File: config.mk
export PLATFORM = sky130hd
export DESIGN_NAME = mem_access_flat
export DESIGN_NICKNAME = d
export VERILOG_FILES = /design/src/rtl/mem_access_if.sv /design/src/rtl/mem_access.sv /design/src/flat_wrapper.sv
export SDC_FILE = /design/constraint.sdc
export NUM_CORES = 1
export LEC_CHECK = 0
export CAP_MARGIN = 20
export CORE_AREA = 2 2 186 143
export DETAILED_ROUTE_END_ITERATION = 10
export DIE_AREA = 0 0 188 145
export DONT_BUFFER_PORTS = 1
export HOLD_SLACK_MARGIN = 0.02
export PLACE_DENSITY = 0.57
export SLEW_MARGIN = 0
export SYNTH_ARGS = -nofsm -noshare
export SYNTH_HDL_FRONTEND = slang
export SYNTH_SLANG_ARGS = --single-unit
File: constraint.sdc
create_clock -name clk -period 2.91 [get_ports clk]
set_input_delay 0.4365 -clock clk [delete_from_list [all_inputs] [get_ports clk]]
set_output_delay 0.4365 -clock clk [all_outputs]
set_load 0.1 [all_outputs]
File: src/rtl/mem_access_if.sv
// mem_access_if: req/ack data bus between mem_access (master) and the memory (slave)
interface mem_access_if;
    logic        req;
    logic        we;
    logic [31:0] addr;
    logic [31:0] wdata;
    logic [31:0] rdata;
    logic        ack;
    modport master (output req, we, addr, wdata, input rdata, ack);
    modport slave  (input req, we, addr, wdata, output rdata, ack);
endinterface

File: src/rtl/mem_access.sv
// mem_access: load/store responder driving a req/ack bus; byte/half stores use read-modify-write.
// Optional MEM_ALIGN_CHECK_EN: misaligned half/word accesses skip the bus and pulse misalign_o.
module mem_access #(
    parameter int unsigned TIMEOUT_CYCLES = 255
) (
    input  logic        clk,
    input  logic        rst_n,
    input  logic        r_mem_enable_i,
    input  logic [31:0] r_mem_addr_i,
    input  logic        w_mem_enable_i,
    input  logic [31:0] w_mem_addr_i,
    input  logic [31:0] w_mem_data_i,
    input  logic [2:0]  data_type_i,
    input  logic [4:0]  w_reg_addr_i,
    output logic        stall_o,
    output logic        load_valid_o,
    output logic [4:0]  load_addr_o,
    output logic [31:0] load_data_o,
    output logic        bus_err_o,
`ifdef MEM_ALIGN_CHECK_EN
    output logic        misalign_o,
`endif
    mem_access_if.master bus
);
    localparam logic [2:0] DT_NO    = 3'd0;
    localparam logic [2:0] DT_BYTE  = 3'd1;
    localparam logic [2:0] DT_HALF  = 3'd2;
    localparam logic [2:0] DT_UBYTE = 3'd4;
    localparam logic [2:0] DT_UHALF = 3'd5;
    localparam logic [7:0] TO_LAST  = 8'(TIMEOUT_CYCLES - 1);

    typedef enum logic [2:0] {IDLE, RD, MERGE, WR, DONE} state_t;

    state_t      state_q;
    logic [7:0]  cnt_q;
    logic        store_q;
    logic [2:0]  type_q;
    logic [1:0]  lane_q;
    logic [15:0] sdata_q;
    logic [31:0] rdata_q;
    logic [4:0]  reg_q;
    logic        bus_req_q;
    logic        bus_we_q;
    logic [31:0] bus_addr_q;
    logic [31:0] bus_wdata_q;
    logic        load_valid_q;
    logic [4:0]  load_addr_q;
    logic [31:0] load_data_q;
    logic        bus_err_q;

    logic        req_d;
    logic [31:0] addr_d;
    logic        sub_word_d;
    logic [7:0]  byte_d;
    logic [15:0] half_d;
    logic [31:0] load_ext_d;
    logic        byte_sel_d;
    logic [31:0] lane_mask_d;
    logic [31:0] merged_d;

    // A store wins over a load when both enables are high
    assign req_d      = (w_mem_enable_i | r_mem_enable_i) && (data_type_i != DT_NO);
    assign addr_d     = w_mem_enable_i ? w_mem_addr_i : r_mem_addr_i;
    assign sub_word_d = data_type_i == DT_BYTE || data_type_i == DT_HALF ||
                        data_type_i == DT_UBYTE || data_type_i == DT_UHALF;

    // Lane extraction and extension of the word returned by the bus
    assign byte_d     = 8'(bus.rdata >> {lane_q, 3'b000});
    assign half_d     = lane_q[1] ? bus.rdata[31:16] : bus.rdata[15:0];
    assign load_ext_d = type_q == DT_BYTE  ? {{24{byte_d[7]}}, byte_d} :
                        type_q == DT_UBYTE ? {24'd0, byte_d} :
                        type_q == DT_HALF  ? {{16{half_d[15]}}, half_d} :
                        type_q == DT_UHALF ? {16'd0, half_d} : bus.rdata;

    // Replace the addressed lane(s) of the captured word with the store data
    assign byte_sel_d  = type_q == DT_BYTE || type_q == DT_UBYTE;
    assign lane_mask_d = byte_sel_d ? (32'h0000_00FF << {lane_q, 3'b000}) :
                         (lane_q[1] ? 32'hFFFF_0000 : 32'h0000_FFFF);
    assign merged_d    = (rdata_q & ~lane_mask_d) |
                         ((byte_sel_d ? {4{sdata_q[7:0]}} : {2{sdata_q}}) & lane_mask_d);

`ifdef MEM_ALIGN_CHECK_EN
    logic misalign_d;
    logic misalign_q;
    assign misalign_d = ((data_type_i == DT_HALF || data_type_i == DT_UHALF) && addr_d[0]) ||
                        (!sub_word_d && addr_d[1:0] != 2'b00);
    assign misalign_o = misalign_q;
`endif

    assign stall_o      = (state_q == IDLE && req_d) || state_q == RD || state_q == MERGE || state_q == WR;
    assign load_valid_o = load_valid_q;
    assign load_addr_o  = load_addr_q;
    assign load_data_o  = load_data_q;
    assign bus_err_o    = bus_err_q;
    assign bus.req      = bus_req_q;
    assign bus.we       = bus_we_q;
    assign bus.addr     = bus_addr_q;
    assign bus.wdata    = bus_wdata_q;

    // Access sequencer: all bus and result outputs are registered here
    always_ff @(posedge clk or negedge rst_n) begin
        if (!rst_n) begin
            state_q      <= IDLE;
            cnt_q        <= '0;
            store_q      <= 1'b0;
            type_q       <= '0;
            lane_q       <= '0;
            sdata_q      <= '0;
            rdata_q      <= '0;
            reg_q        <= '0;
            bus_req_q    <= 1'b0;
            bus_we_q     <= 1'b0;
            bus_addr_q   <= '0;
            bus_wdata_q  <= '0;
            load_valid_q <= 1'b0;
            load_addr_q  <= '0;
            load_data_q  <= '0;
            bus_err_q    <= 1'b0;
`ifdef MEM_ALIGN_CHECK_EN
            misalign_q   <= 1'b0;
`endif
        end else begin
            load_valid_q <= 1'b0;
            bus_err_q    <= 1'b0;
`ifdef MEM_ALIGN_CHECK_EN
            misalign_q   <= 1'b0;
`endif
            case (state_q)
                IDLE: if (req_d) begin
                    store_q     <= w_mem_enable_i;
                    type_q      <= data_type_i;
                    lane_q      <= addr_d[1:0];
                    sdata_q     <= w_mem_data_i[15:0];
                    reg_q       <= w_reg_addr_i;
                    bus_addr_q  <= {addr_d[31:2], 2'b00};
                    bus_wdata_q <= w_mem_data_i;
                    cnt_q       <= '0;
`ifdef MEM_ALIGN_CHECK_EN
                    if (misalign_d) begin
                        misalign_q <= 1'b1;
                        state_q    <= DONE;
                    end else
`endif
                    begin
                        bus_req_q <= 1'b1;
                        bus_we_q  <= w_mem_enable_i && !sub_word_d;
                        state_q   <= (w_mem_enable_i && !sub_word_d) ? WR : RD;
                    end
                end
                RD: if (bus.ack) begin
                    bus_req_q <= 1'b0;
                    rdata_q   <= bus.rdata;
                    if (store_q) begin
                        state_q <= MERGE;
                    end else begin
                        load_valid_q <= 1'b1;
                        load_addr_q  <= reg_q;
                        load_data_q  <= load_ext_d;
                        state_q      <= DONE;
                    end
                end else if (cnt_q == TO_LAST) begin
                    bus_req_q <= 1'b0;
                    bus_err_q <= 1'b1;
                    state_q   <= DONE;
                end else begin
                    cnt_q <= cnt_q + 8'd1;
                end
                MERGE: begin
                    bus_wdata_q <= merged_d;
                    bus_req_q   <= 1'b1;
                    bus_we_q    <= 1'b1;
                    cnt_q       <= '0;
                    state_q     <= WR;
                end
                WR: if (bus.ack) begin
                    bus_req_q <= 1'b0;
                    state_q   <= DONE;
                end else if (cnt_q == TO_LAST) begin
                    bus_req_q <= 1'b0;
                    bus_err_q <= 1'b1;
                    state_q   <= DONE;
                end else begin
                    cnt_q <= cnt_q + 8'd1;
                end
                DONE: state_q <= IDLE;
                default: state_q <= IDLE;
            endcase
        end
    end
endmodule

File: src/flat_wrapper.sv
// flat-port wrapper written by rule: the top's interface ports become plain ports
module mem_access_flat 
#(
    parameter int unsigned TIMEOUT_CYCLES = 255
)
  (clk, rst_n, r_mem_enable_i, r_mem_addr_i, w_mem_enable_i, w_mem_addr_i, w_mem_data_i, data_type_i, w_reg_addr_i, stall_o, load_valid_o, load_addr_o, load_data_o, bus_err_o, bus_req, bus_we, bus_addr, bus_wdata, bus_rdata, bus_ack);
  mem_access_if bus_i ();
  input  logic clk;
  input  logic rst_n;
  input  logic r_mem_enable_i;
  input  logic [31:0] r_mem_addr_i;
  input  logic w_mem_enable_i;
  input  logic [31:0] w_mem_addr_i;
  input  logic [31:0] w_mem_data_i;
  input  logic [2:0] data_type_i;
  input  logic [4:0] w_reg_addr_i;
  output logic stall_o;
  output logic load_valid_o;
  output logic [4:0] load_addr_o;
  output logic [31:0] load_data_o;
  output logic bus_err_o;
  output wire logic [$bits(bus_i.req)-1:0] bus_req;
  output wire logic [$bits(bus_i.we)-1:0] bus_we;
  output wire logic [$bits(bus_i.addr)-1:0] bus_addr;
  output wire logic [$bits(bus_i.wdata)-1:0] bus_wdata;
  input wire logic [$bits(bus_i.rdata)-1:0] bus_rdata;
  input wire logic [$bits(bus_i.ack)-1:0] bus_ack;
  assign bus_req = bus_i.req;
  assign bus_we = bus_i.we;
  assign bus_addr = bus_i.addr;
  assign bus_wdata = bus_i.wdata;
  assign bus_i.rdata = bus_rdata;
  assign bus_i.ack = bus_ack;
  mem_access #(.TIMEOUT_CYCLES(TIMEOUT_CYCLES)) u_core (.clk(clk), .rst_n(rst_n), .r_mem_enable_i(r_mem_enable_i), .r_mem_addr_i(r_mem_addr_i), .w_mem_enable_i(w_mem_enable_i), .w_mem_addr_i(w_mem_addr_i), .w_mem_data_i(w_mem_data_i), .data_type_i(data_type_i), .w_reg_addr_i(w_reg_addr_i), .stall_o(stall_o), .load_valid_o(load_valid_o), .load_addr_o(load_addr_o), .load_data_o(load_data_o), .bus_err_o(bus_err_o), .bus(bus_i));
endmodule
# After elaboration in Yosys (flattened, before gate mapping)
# Cells that the tools add are included.
[totals]
reg_bits = 173
latch_bits = 0
ramBits = 0
mem_bits_ro = 0
input_bits = 141
output_inout_bits = 106
word_cells = 97
n_memories = 0
[classes]
addsub = 1
n_mul = 0
n_div = 0
n_lt_le_gt_ge = 0
eq_ne = 16
shifts = 2
mux = 34
bitwise_logic = 6
reduce_logical = 22
[ops]
columns = ["operator", "n"]
rows = [
  ["$mux W32", 9],
  ["$and A32 B32 Y32", 2],
  ["$pmux W32 S2", 1],
  ["$not A32 Y32", 1],
  ["$or A32 B32 Y32", 1],
  ["$shl A8 B5 Y32 const A", 1],
  ["$shr A32 B5 Y8", 1],
  ["$mux W8", 3],
  ["$pmux W8 S3", 1],
  ["$mux W16", 1],
  ["$mux W3", 5],
  ["$eq A3 B2 Y1 const B", 4],
  ["$eq A3 B3 Y1 const B", 4],
  ["$pmux W3 S4", 1],
  ["$mux W1", 10],
  ["$eq A3 B1 Y1 const B", 3],
  ["$add A8 B1 Y8 const B", 1],
  ["$eq A8 B8 Y1 const B", 1],
  ["$logic_or A1 B1 Y1", 7],
  ["$reduce_and A2 Y1", 3],
  ["$reduce_and A3 Y1", 2],
  ["$reduce_bool A3 Y1", 2],
  ["$ne A2 B2 Y1 const B", 2],
  ["$reduce_and A4 Y1", 1],
  ["12 further kinds", 14],
]

# Longest topological paths before layout
[logic_depth]
depth_word = 9
depth_mapped = 9

# Least setup slack after synthesis
# No wires, ideal clock.
[synth_path]
path_kind = "input-to-output"
start = "in w_mem_enable_i"
end = "out stall_o"
arrival_ps = 2496
required_ps = 2474
setup_slack_ps = -23
cell_stages = 6
path_buffers = 3
cell_sequence = "buf_2 o32a_1 buf_2 buf_4 nor3_1 nor2_1"
[synth_via]
elab_chain_cells = 6
[synth_rtl]
columns = ["item", "line", "source"]
rows = [
  ["start: declaration", "flat_wrapper.sv:12", "input logic w_mem_enable_i;"],
  ["$or A1 B1 Y1", "mem_access.sv:62", "assign req_d = (w_mem_enable_i | r_mem_enable_i) && (data_type_i != DT_NO);"],
  ["$logic_and A1 B1 Y1", "mem_access.sv:62", ""],
  ["$logic_and A1 B1 Y1", "mem_access.sv:90", "assign stall_o = (state_q == IDLE && req_d) || state_q == RD || state_q == MERGE || state_q == WR;"],
  ["$logic_or A1 B1 Y1 (3 in a row)", "mem_access.sv:90", ""],
  ["end: declaration", "flat_wrapper.sv:17", "output logic stall_o;"],
]
# No other way between the ends.

# Worst setup path in the final report
[layout_path]
start = "reg u_core.type_q[2]"
end = "reg u_core.bus_wdata_q[26] (netlist: u_core.bus.wdata[26])"
[layout_via]
elab_chain_cells = 7
[layout_rtl]
columns = ["item", "line", "source"]
rows = [
  ["start: declaration", "mem_access.sv:37", "logic [2:0] type_q;"],
  ["start signal: assignment", "mem_access.sv:131", "type_q <= data_type_i;"],
  ["$eq A3 B1 Y1 / $eq A3 B3 Y1 (equally long branches)", "mem_access.sv:76", "assign byte_sel_d = type_q == DT_BYTE || type_q == DT_UBYTE;"],
  ["$logic_or A1 B1 Y1 (*)", "mem_access.sv:76", ""],
  ["$mux W32", "mem_access.sv:77", "assign lane_mask_d = byte_sel_d ? (32'h0000_00FF << {lane_q, 3'b000}) :"],
  ["$not A32 Y32", "mem_access.sv:79", "assign merged_d = (rdata_q & ~lane_mask_d) |"],
  ["$and A32 B32 Y32", "mem_access.sv:79", ""],
  ["$or A32 B32 Y32 (*)", "mem_access.sv:79", ""],
  ["$pmux W32 S2 (*)", "mem_access.sv:128", "case (state_q)"],
  ["end signal: assignment", "mem_access.sv:136", "bus_wdata_q <= w_mem_data_i;"],
  ["end signal: assignment", "mem_access.sv:169", "bus_wdata_q <= merged_d;"],
  ["end: declaration", "mem_access.sv:45", "logic [31:0] bus_wdata_q;"],
]
# Every way passes the cells marked *; elsewhere a longest branch is shown, timed or not.
# A chain may end at the register's enable or synchronous reset.

==> summary.md <==
| Metric | Value |
|---|---|
| Final hold violation count | between 150 and 200 |
| # rows | just over 50 |
| Ys async rst share | 100% |
| Full die area | around 27,000 sq um |
| Synth area leaders | dfrtp_1 49%, mux2i_1 7.5%, nand2_1 6.4%, o21ai_0 4.0%, mux2_2 3.2% |
| Mapped Area | 8790 sq um |
| Clock Sinks | about 170 |
| Dominant synthesized flop cell | dfrtp_1 |
| Worst Path Arrival | approximately 2500 ps |
| H-Tree Depth | 4 |
| Vias in the first global route | around 6,800 |
| Tcrit/Tclk final | 76.3% |
| All-Layer GR Usage | between 20% and 30% |
| Detailed Place HPWL | slightly above 20 mm |
| Placed cell area | slightly above 9000 sq um |
| Sequential share of the synthesized area | 49.3% |
| Nets | approximately 1,000 |
| Failing checks | negative hold slack |
| Worst min-delay path class | input pin to async pin |
| Post-route DRC | 0 |
| Setup crit end kind | flip-flop |
| Total routed wirelength | roughly 29 mm |
| Die width | approximately 190 um |
| Max_slew headroom | between 30% and 40% |
| Initial core utilization | about 35% |
| Crit path max fanout | 8 |
| Post-synth cell types | 63 |
| Slew @ Worst Pin | ~1000 ps |
| Clock transition at path regs | around 80 ps |
| Share of cells above drive strength 1 | between 10% and 20% |
| First-pass GRT wire length | between 40 and 50 mm |
| Biggest area consumer among synthesized cells | dfrtp_1 |
| Final Cell Area | 9740 sq um |
| Vias per std cell | roughly 5.5 |
| Synth top area share | approximately half |
| Initial DRT Pass Iterations | 5 |
| Ys Warns | 0 |
| Post-Route Setup TNS | 0 ps |
| Post-synthesis sequential element count | 173 |
| ANT cells | 0 |
| Final setup vio count | 0 |
| Core footprint | approximately 25,000 sq um |
| Gate Count Post-Synth | around 900 |
| CP Class | flip-flop to flip-flop |
| Crit path time final | 2220 ps |
| Crit path launch type | flip-flop |
| Commonest cells after routing, fill and taps aside | 173 x dfrtp_1, 150 x nand2_1, 70 x o21ai_0 |
| Antenna-violating nets left | 0 |
| CTS Buf Count | 17 |
| Die Y-Extent | 145 um |
| Total of max-cap violations | 0 |
| Status | complete, but fails checks |
| WL per Instance | between 20 and 25 um |
| Pin count of the biggest net entering global routing | roughly 170 |
| Initial antenna violation count | 0 |
| Clock Skew | approximately 13 ps |
| # IOs | 247 |
| Root cell of the clock tree | clkbuf_16 |
| Commonest non-fill, non-tap cell in the layout | dfrtp_1 |
| Area Growth Syn to Fin | 10.8% |
| GRT overflow | 0 |
| Post-synth EDFFs | 0 |
| Port bufs | 0 |
| F_max | around 450 MHz |
| Worst-Skew Late Latency | roughly 440 ps |
| Syn_area_per_cell | between 9 and 10 sq um |
| CTS max path bufs | 2 |
| Fin. max-slew vios | 0 |
| Hold WS | -316 ps |
| CTS tree | yes |
| Via count | slightly below 7,000 |
| RePlAce Congestion | between 0.8 and 0.9 |
| Unrepaired setup endpoints after global routing | no |
| Worst EP required | 3220 ps |
| Post_cts resized | 0 |
| Iter 0 DRT Violations | 617 |
| Postcts setup bufs | 0 |
-- worst max-delay path: stages (launching register included) --
cell and delay (ps):
dfrtp_1 560, xnor2_1 500, o211ai_1 430, a211oi_1 490, nor3_1 120
-- metal layers --
layer	wire length, um	track usage [%]
met1	12100	27.9
met3	3050	8.03
met2	13000	32.3
met4	368	5.75
met5	0	0
-- cell usage after synthesis (all sizes together) (6+ instances only) --
master and number:
a211oi 33, nand2b 18, dfrtp 173, or3 24
and3 10, mux2i 66, o21a 11, clkbuf 35
buf 29, mux4 8, a21oi 44, a22oi 8
nand3 7, nand2 152, o32ai 9, o21ai 88
mux2 25, nor2 57, a31oi 11, o31ai 9
nor3 20, inv 6, and4 8
-- cell families after synthesis --
logic type	Yosys count	synth area share [%]
XOR/XNOR	4	0.612
other	1	0.0427
AO/OA/AOI/OAI	224	16.0
buffers and inverters	71	4.04
multiplexers	99	12.8
adder cells (fa/ha/maj)	2	0.285
AND/OR/NAND/NOR	310	16.9
flip-flops	173	49.3
-- final timing paths --
kind | startpoint | endpoint | cells after the start | slack (ps)
max | u_core.type_q[2] | u_core.bus.wdata[26] | 4 | 690
max in group asynchronous | rst_n | u_core.bus.addr[2] | 0 | 3010
min in group clk | bus_ack | u_core.bus_err_o | 1 | 70
min reg2reg | u_core.reg_q[4] | u_core.load_addr_o[4] | 2 | 470
max reg2reg | u_core.type_q[2] | u_core.bus.wdata[26] | 4 | 690
min | rst_n | u_core.bus.wdata[28] | 0 | -320
-- sequential cells by signal, indices dropped and copies added (netlist names), 3 cells and up --
signal	cells
u_core.state_q	3
u_core.sdata_q	16
u_core.bus.addr	30
u_core.load_addr_o	5
u_core.load_data_o	32
u_core.reg_q	5
u_core.type_q	3
u_core.bus.wdata	32
u_core.rdata_q	32
u_core.cnt_q	8
-- metrics by stage --
step	instances	utilization (%)	setup WS [ps]	hold slack (ps)
6_report	1224	38.2	689	-316
5_1_grt	1224	38.2	545	-330
4_1_cts	1224	38.2	715	-311
3_5_place_dp	1192	35.8	723	155
3_3_place_gp	1192	35.8	739	154
2_1_floorplan	885	-	458	141
-- layout make-up --
type | instances | area [sq um]
Timing Repair Buffer | 27 | 203
Fill cell | 2522 | 15700
Clock buffer | 17 | 425
Multi-Input combinational cell | 641 | 4130
Sequential cell | 173 | 4330
Clock inverter | 15 | 195
Tap cell | 344 | 430
Inverter | 7 | 26.3
Power is left out: the tool's default activity adds up to more than one toggle a clock period on the data nets, which glitch-free logic cannot reach.
